### config.mk
export PLATFORM = sky130hd
export DESIGN_NAME = uart_frame_builder
export DESIGN_NICKNAME = d
export VERILOG_FILES = /design/src/rtl/uart_frame_builder.sv
export SDC_FILE = /design/constraint.sdc
export NUM_CORES = 1
export LEC_CHECK = 0
export ABC_AREA = 0
export CORE_UTILIZATION = 42
export CTS_BUF_LIST = sky130_fd_sc_hd__clkbuf_2
export CTS_CLUSTER_SIZE = 16
export DETAILED_ROUTE_END_ITERATION = 8
export SLEW_MARGIN = 10
export SYNTH_ARGS = -nofsm -noshare
export SYNTH_HDL_FRONTEND = slang
export SYNTH_SLANG_ARGS = --single-unit
export TNS_END_PERCENT = 30
### constraint.sdc
create_clock -name clk_in -period 2.6 [get_ports clk_in]
set_input_delay 0.39 -clock clk_in [delete_from_list [all_inputs] [get_ports clk_in]]
set_output_delay 0.39 -clock clk_in [all_outputs]
set_load 0.01 [all_outputs]
### src/rtl/uart_frame_builder.sv
// Ping-pong capture of one count per channel, serialised as HEADER, length, [seq], data, checksum.
// Optional sequence byte enabled by defining FRAME_SEQ_EN.
module uart_frame_builder #(
    parameter int          NUM_CH = 16,
    parameter logic [7:0]  HEADER = 8'hA5
) (
    input  logic       clk_in,
    input  logic       reset,
    input  logic       start,
    input  logic       sample_valid,
    input  logic [7:0] data_in,
    output logic [7:0] tx_data,
    output logic       tx_valid,
    input  logic       tx_ready,
    output logic       frame_busy,
    output logic [7:0] overrun_cnt
);
    localparam int IW = $clog2(NUM_CH);
    localparam logic [IW-1:0] LAST = IW'(NUM_CH - 1);

    localparam logic [2:0] S_IDLE = 3'd0;
    localparam logic [2:0] S_HDR  = 3'd1;
    localparam logic [2:0] S_LEN  = 3'd2;
`ifdef FRAME_SEQ_EN
    localparam logic [2:0] S_SEQ  = 3'd3;
`endif
    localparam logic [2:0] S_DATA = 3'd4;
    localparam logic [2:0] S_CSUM = 3'd5;

    logic [7:0]    bank_q [2][NUM_CH];
    logic          cap_sel_q, cap_sel_d;
    logic [IW-1:0] wr_idx_q, wr_idx_d, rd_idx_q, rd_idx_d;
    logic [2:0]    state_q, state_d;
    logic [7:0]    tx_data_q, tx_data_d;
    logic          tx_valid_q, tx_valid_d;
    logic          busy_q, busy_d;
    logic [7:0]    overrun_q, overrun_d;
    logic [7:0]    csum_q, csum_d;
`ifdef FRAME_SEQ_EN
    logic [7:0]    seq_q, seq_d;
`endif

    logic [IW-1:0] cap_idx, rd_nxt;
    logic          frame_done, tx_free, acc, tx_sel;
    logic [7:0]    sum_nxt;

    // start forces this sample (if any) to slot 0, discarding the partial scan
    assign cap_idx    = start ? '0 : wr_idx_q;
    assign frame_done = sample_valid && (cap_idx == LAST);
    assign tx_free    = (state_q == S_IDLE);
    assign acc        = tx_valid_q && tx_ready;
    assign tx_sel     = ~cap_sel_q;
    assign sum_nxt    = csum_q + tx_data_q;
    assign rd_nxt     = rd_idx_q + IW'(1);

    always_comb begin
        wr_idx_d   = wr_idx_q;
        cap_sel_d  = cap_sel_q;
        state_d    = state_q;
        rd_idx_d   = rd_idx_q;
        tx_data_d  = tx_data_q;
        tx_valid_d = tx_valid_q;
        busy_d     = busy_q;
        overrun_d  = overrun_q;
        csum_d     = csum_q;
`ifdef FRAME_SEQ_EN
        seq_d      = seq_q;
`endif
        if (sample_valid)
            wr_idx_d = frame_done ? '0 : cap_idx + IW'(1);
        else if (start)
            wr_idx_d = '0;

        if (acc) begin
            case (state_q)
                S_HDR: begin
                    state_d   = S_LEN;
                    tx_data_d = 8'(NUM_CH);
                end
                S_LEN: begin
                    csum_d = sum_nxt;
`ifdef FRAME_SEQ_EN
                    state_d   = S_SEQ;
                    tx_data_d = seq_q;
                end
                S_SEQ: begin
                    csum_d = sum_nxt;
`endif
                    state_d   = S_DATA;
                    rd_idx_d  = '0;
                    tx_data_d = bank_q[tx_sel][0];
                end
                S_DATA: begin
                    csum_d = sum_nxt;
                    if (rd_idx_q == LAST) begin
                        state_d   = S_CSUM;
                        tx_data_d = sum_nxt;
                    end else begin
                        rd_idx_d  = rd_nxt;
                        tx_data_d = bank_q[tx_sel][rd_nxt];
                    end
                end
                S_CSUM: begin
                    state_d    = S_IDLE;
                    tx_valid_d = 1'b0;
                    busy_d     = 1'b0;
`ifdef FRAME_SEQ_EN
                    seq_d      = seq_q + 8'd1;
`endif
                end
                default: ;
            endcase
        end

        // TX side only takes a new frame from IDLE; otherwise the scan is dropped
        if (frame_done) begin
            if (tx_free) begin
                cap_sel_d  = ~cap_sel_q;
                busy_d     = 1'b1;
                state_d    = S_HDR;
                tx_valid_d = 1'b1;
                tx_data_d  = HEADER;
                csum_d     = 8'd0;
            end else if (overrun_q != 8'hFF) begin
                overrun_d = overrun_q + 8'd1;
            end
        end
    end

    always_ff @(posedge clk_in) begin
        if (sample_valid)
            bank_q[cap_sel_q][cap_idx] <= data_in;
    end

    always_ff @(posedge clk_in) begin
        if (reset) begin
            wr_idx_q   <= '0;
            cap_sel_q  <= 1'b0;
            state_q    <= S_IDLE;
            rd_idx_q   <= '0;
            tx_data_q  <= 8'd0;
            tx_valid_q <= 1'b0;
            busy_q     <= 1'b0;
            overrun_q  <= 8'd0;
            csum_q     <= 8'd0;
`ifdef FRAME_SEQ_EN
            seq_q      <= 8'd0;
`endif
        end else begin
            wr_idx_q   <= wr_idx_d;
            cap_sel_q  <= cap_sel_d;
            state_q    <= state_d;
            rd_idx_q   <= rd_idx_d;
            tx_data_q  <= tx_data_d;
            tx_valid_q <= tx_valid_d;
            busy_q     <= busy_d;
            overrun_q  <= overrun_d;
            csum_q     <= csum_d;
`ifdef FRAME_SEQ_EN
            seq_q      <= seq_d;
`endif
        end
    end

    assign tx_data     = tx_data_q;
    assign tx_valid    = tx_valid_q;
    assign frame_busy  = busy_q;
    assign overrun_cnt = overrun_q;
endmodule

==> results.txt, run 1 <==
Synth Flop Type = edfxtp_1
YS warnings = 0
layout cells sized above 1 = 31.55%
part of the power in registers = 61.1%
TritonCTS Buffers = 75
Hold Vio Cnt, Final = 0
P_sw = 0.001918 W
RePlAce Congestion = 0.8667
die height = 172 um
busiest grt layer = met2
Adder-Cell Fraction of Synth Area = 1.505%
R2R Path Start = cap_sel_q
Worst Path Buf+Inv = 1
Top delay family on crit path = multiplexers
Worst Setup End Kind = register
vias = 6,869
first-pass GRT wire length = 41,850 um
GR met1 Demand/Resource = 26.68%
Crit. Startpoint = cap_sel_q
CTS root buf = clkbuf_2
EDFF count, synth = 256
Synth Register Bits = 294
H-tree Lvls = 3
status = finished, final reports clean
Starting Density = 43.22%
slowest CP cell = mux4_2
Layout area overhead = 16.67%
largest family of logic cells by synthesized area = multiplexers
CP dominant cell by count = mux4_2
Routed Antenna Nets = 0
Synth Area per Inst = 17.49 sq um
drt drc = 0
Final min period = 2541 ps
Slew Viols, Final = 0
overall power = 0.008397 W
Pwr Density = 592.9 nW/um^2
Critical Path Start Type = register
Vias/cell = 5.383
Comb pwr share = 1.6%
Post-Layout Cell Count = 1,276
count leader, synth = edfxtp_1
M2 GR Usage = 31.07%
CP arrival = 3210 ps
WL/cell = 21.39 um
DRT Wirelength = 27,300 um
clk_lat worst skew = 830 ps
First-pass DRT Iterations = 5
Design Area, Final = 14,160 sq um
leading cell types by count after synthesis = edfxtp_1 (256), mux4_2 (70), nor2_1 (62), dfxtp_1 (38), nand2_1 (29)
Pleak = 4.720 nW
simple logic cell fraction of the synthesized area = 6.041%
final worst-path cycle share = 97.73%
Syn Nets = 721
Post-Syn Area = 12,140 sq um
Synth area leader = edfxtp_1
Worst Path Max Fanout = 11
I/O Pins = 31
Cells after Synth = 694
RSZ-0062 raised after global routing = false
Hold Startpoint = start
ranking of synthesized cells by area = edfxtp_1 (63%), mux4_2 (13%), dfxtp_1 (6.3%)
maximum root-to-sink buffer count = 3
Layout Nets = 868
WHS = 304.9 ps
switching share of power = 22.84%
fin util = 50.42%
Final Setup Violations = 0
FP Rows = 61
max_slew headroom = 61.23%
Worst VDD drop = 0.2579 mV
CTS tree = yes
crit-path max cell delay = 540 ps
total gr overflow = 0
largest net degree at the start of global routing = 33
Synth Area in Compound Gates = 3.907%
CTS sink cnt = 294
Final Skew = 45.42 ps
gr usage total = 19.58%
P_int = 0.006479 W
dpl hpwl = 18,010 um
met3 GRT Util = 4.120%
fmax = 393.6 MHz
core area = 28,090 sq um
slew of the pin with the lowest slew margin = 574.1 ps
worst-path cell chain = buf_4 -> mux4_2 -> mux4_2 -> nand3_1 -> o21ai_0 -> nor4_1 -> nor3_1
CP Data Required Time = 3270 ps
Chip Width = 172 um
clock power share = 37.3%
placed cells = 1,138
Clock transition at path regs = 100 ps
Worst Hold Class = in -> reg
vias in the first global route = 6,981
post-synth cell types = 50
total of max-cap violations = 0
Async SR Flop Fraction = 0%
Fill cells = 2,376
Crit Path Category = reg -> reg
Seq/Total Area, Yosys = 69.60%
initial antenna violation count = 2
full die area = 29,580 sq um
mux contribution to synthesized area = 15.73%
share of the synthesized area in the top cell type = 63.33%
Starting DRT DRC Count = 663
Synth Area in XOR/XNOR = 1.371%
IO buf count = 30
area post-placement = 13,410 sq um
[area by class of cell]
class,count,area (sq um),area share (%)
clock inverter,25,155.1,1.096
clock buffer,108,540.5,3.817
sequential,294,8453,59.69
timing repair buffer,110,1017,7.183
inverter,6,22.52,0.1590
antenna,1,2.502,0.01767
tap,378,473.0,3.340
multi-input combinational,354,3497,24.70
[power groups by stage]
stage / Clock, W / Combinational (W) / Sequential (W)
3_5_place_dp: 0 / 0.000135 / 0.00524
6_report: 0.00313 / 0.000133 / 0.00513
5_1_grt: 0.00346 / 0.000145 / 0.00514
2_1_floorplan: 0 / 0.0000259 / 0.00524
3_3_place_gp: 0 / 0.000126 / 0.00524
4_1_cts: 0.00324 / 0.000135 / 0.00513
[cells by family after synthesis]
family	after synthesis
muxes	93
and+or+nand+nor	156
buffers and inverters	46
AOI/OAI and AO/OA	72
DFF	294
adders and majority gates	14
xor gates and xnor gates	19
[registers in the layout, indices dropped and copies added, names as in the netlist]
signal and cells:
wr_idx_q 4, state_q 3, bank_q 256, rd_idx_q 4
frame_busy 1, csum_q 8, tx_data 8, overrun_cnt 8
tx_valid 1, cap_sel_q 1
[worst reg2reg max path, delay by kind of cell (launching register included)]
kind / cells / cell delay [ps]
AOI/OAI and AO/OA: 1 / 110
buffers and inverters: 1 / 270
DFF: 1 / 460
muxes: 2 / 1090
and+or+nand+nor: 3 / 460
[cells in the final DEF, fill, tap and decap left out, drive strengths merged, types with 9 or more instances in the layout]
cell type and n:
a211oi 9, a21oi 19, buf 80, clkbuf 108, clkdlybuf4s50 30, clkinv 23, dfxtp 38, edfxtp 256
ha 13, mux2i 13, mux4 76, nand2 29, nand3 12, nor2 62, nor3 11, o21ai 16
xnor2 9, xor2 10
[worst paths after layout]
path / end / slack [ps] / cells after the start
worst max-delay path: tx_data[6] / 60 / 7
worst min-delay path: wr_idx_q[3] / 300 / 3
worst max register to register: tx_data[6] / 60 / 7
worst min register to register: csum_q[4] / 470 / 2
[stage by stage]
step                TNS [ps]  worst slack [ps]
finish                     0             59.15
global route               0            0.2294
CTS                        0             5.720
detailed placement    -58.63            -30.63
global placement      -57.27            -57.27
floorplan                  0             84.97
[what timing repair did]
action,in CTS,in global routing
setup buffers,0,4
resized for setup,1,5
endpoints found under the setup margin,1,4
gates cloned,0,0
hold buffers,0,0
[metal layers]
metal  up-vias  routed length, um
met5         -                 13
met3        41               1471
li1       3123                  -
met2       203              13230
met1      3500              12050
met4         2                529
Power figures use the tool's default switching activity.
==> inputs of run 2 (changes only) <==
--- a/config.mk
+++ b/config.mk
@@ -10,6 +10,7 @@
 export CTS_BUF_LIST = sky130_fd_sc_hd__clkbuf_2
 export CTS_CLUSTER_SIZE = 16
 export DETAILED_ROUTE_END_ITERATION = 8
+export PLACE_DENSITY = 0.7
 export SLEW_MARGIN = 10
 export SYNTH_ARGS = -nofsm -noshare
 export SYNTH_HDL_FRONTEND = slang
==> run 2 against run 1 <==
Against the previous run: final cell count grew 0.86%; design area is essentially flat; first-iteration DRC count fell by 20%; largest power group unchanged.
==> results.txt, run 2 (synthesized netlist as in run 1, its figures left out) <==
Crit Path Category = reg -> reg
First-pass DRT Iterations = 5
Starting Density = 43.22%
Design Area, Final = 14,160 sq um
first-pass GRT wire length = 40,690 um
max FFs per register = 256
Layout Nets = 877
Pwr Density = 590.9 nW/um^2
Worst Path Buf+Inv = 2
worst-path cell chain = buf_12 -> buf_4 -> mux4_2 -> a211oi_1 -> a211oi_1 -> a311oi_1 -> a311oi_1
Fill cells = 2,390
CP arrival = 3220 ps
reg2reg setup slack = 90 ps
initial antenna violation count = 1
Top delay family on crit path = compound AO/OA/AOI/OAI gates
setup TNS = 0 ps
Worst Setup End Kind = register
Routed Antenna Nets = 0
H-tree Lvls = 3
drt drc = 0
Chip Width = 172 um
CTS sink cnt = 294
multi-input logic area = 3473 sq um
fmax = 398.2 MHz
WL/cell = 20.14 um
CTS tree = yes
RePlAce Congestion = 0.8109
CP Data Required Time = 3310 ps
full die area = 29,580 sq um
maximum root-to-sink buffer count = 3
RSZ-0062 raised after global routing = false
Layout area overhead = 16.66%
vias = 6,852
Gates resized, CTS repair = 0
Critical Path Start Type = register
TritonCTS Buffers = 77
I/O Pins = 31
max_slew headroom = 60.47%
CTS root buf = clkbuf_2
gr usage total = 18.65%
Starting DRT DRC Count = 528
most frequent cells in the layout = edfxtp_1 (256), clkbuf_2 (117), buf_4 (80), mux4_2 (70), nor2_1 (62)
most common cell after layout, fill and taps aside = edfxtp_1
Final min period = 2511 ps
Final Setup Violations = 0
total of max-cap violations = 0
core area = 28,090 sq um
total gr overflow = 0
largest net degree at the start of global routing = 55
crit-path max cell delay = 500 ps
clk_lat worst skew = 840 ps
FP Rows = 61
Slew Viols, Final = 0
slew of the pin with the lowest slew margin = 591.1 ps
final worst-path cycle share = 96.58%
Hold Vio Cnt, Final = 0
Final Skew = 59.92 ps
layout cells sized above 1 = 32.49%
slowest CP cell = mux4_2
Worst VDD drop = 0.3130 mV
Storage cell area = 8453 sq um
area post-placement = 13,420 sq um
dpl hpwl = 17,030 um
Worst Hold Class = in -> reg
IO buf count = 30
die height = 172 um
fin util = 50.41%
Pleak = 4.755 nW
Largest Register = bank_q
vias in the first global route = 6,968
status = finished, final reports clean
DRT Wirelength = 25,930 um
Vias/cell = 5.324
Clock transition at path regs = 100 ps
Worst Path Max Fanout = 54
run 2: changes by cell type in the layout (fill, tap and decap cells not counted), moves of 2 or more:
cell      change
buf_12        -2
buf_4        +10
clkbuf_2      +9
clkinv_1      -5
run 2: worst paths after layout:
check	cells after the start	start	to
worst max-delay path	7	rd_idx_q[0]	tx_data[7]
worst min-delay path	3	start	wr_idx_q[3]
worst max register to register	7	rd_idx_q[0]	tx_data[7]
worst min register to register	2	csum_q[3]	csum_q[3]
run 2: layer usage:
metal	wire length (um)	GRT usage, %	share of wire (%)	vias up
met5	0	0	0	-
met4	418	5.618	1.6	0
met3	1716	4.303	6.6	40
met2	12630	29.77	49	239
met1	11160	25.51	43	3436
li1	-	-	-	3137
run 2: repair_timing:
| action | 4_1_cts | 5_1_grt |
|---|---|---|
| setup buffers | 0 | 4 |
| hold endpoints to repair | 0 | 0 |
| hold buffers | 0 | 0 |
| setup endpoints to repair | 0 | 5 |
run 2: report_power, final:
part	switching [W]	total (W)	internal, W
Combinational	0.0000973	0.000138	0.0000409
Sequential	0.00000543	0.00513	0.00513
Clock	0.00181	0.00310	0.00129
run 2: area by class of cell:
type                            count  share of cell area (%)
Multi-Input combinational cell    354                   24.53
Tap cell                          378                   3.340
Clock buffer                      117                   4.135
Timing Repair Buffer              117                   7.352
Antenna cell                        1                 0.01767
Sequential cell                   294                   59.70
Inverter                            6                  0.1591
Clock inverter                     20                  0.7688
run 2: stage by stage:
stage / worst slack [ps] / hold slack, ps / instances / power (W)
after global placement: 45.56 / 446.0 / 1145 / 0.005377
after detailed placement: -7.023 / 450.2 / 1145 / 0.005383
after floorplan: 84.97 / 440.0 / 694 / 0.005269
after CTS: 15.07 / 214.2 / 1282 / 0.008462
after global routing: 6.244 / 250.3 / 1287 / 0.008730
final: 88.95 / 269.2 / 1287 / 0.008367
run 2: worst min-delay path, cell delays in order:
cell	delay, ps
clkdlybuf4s50_1	480
buf_4	130
nor4_1	50
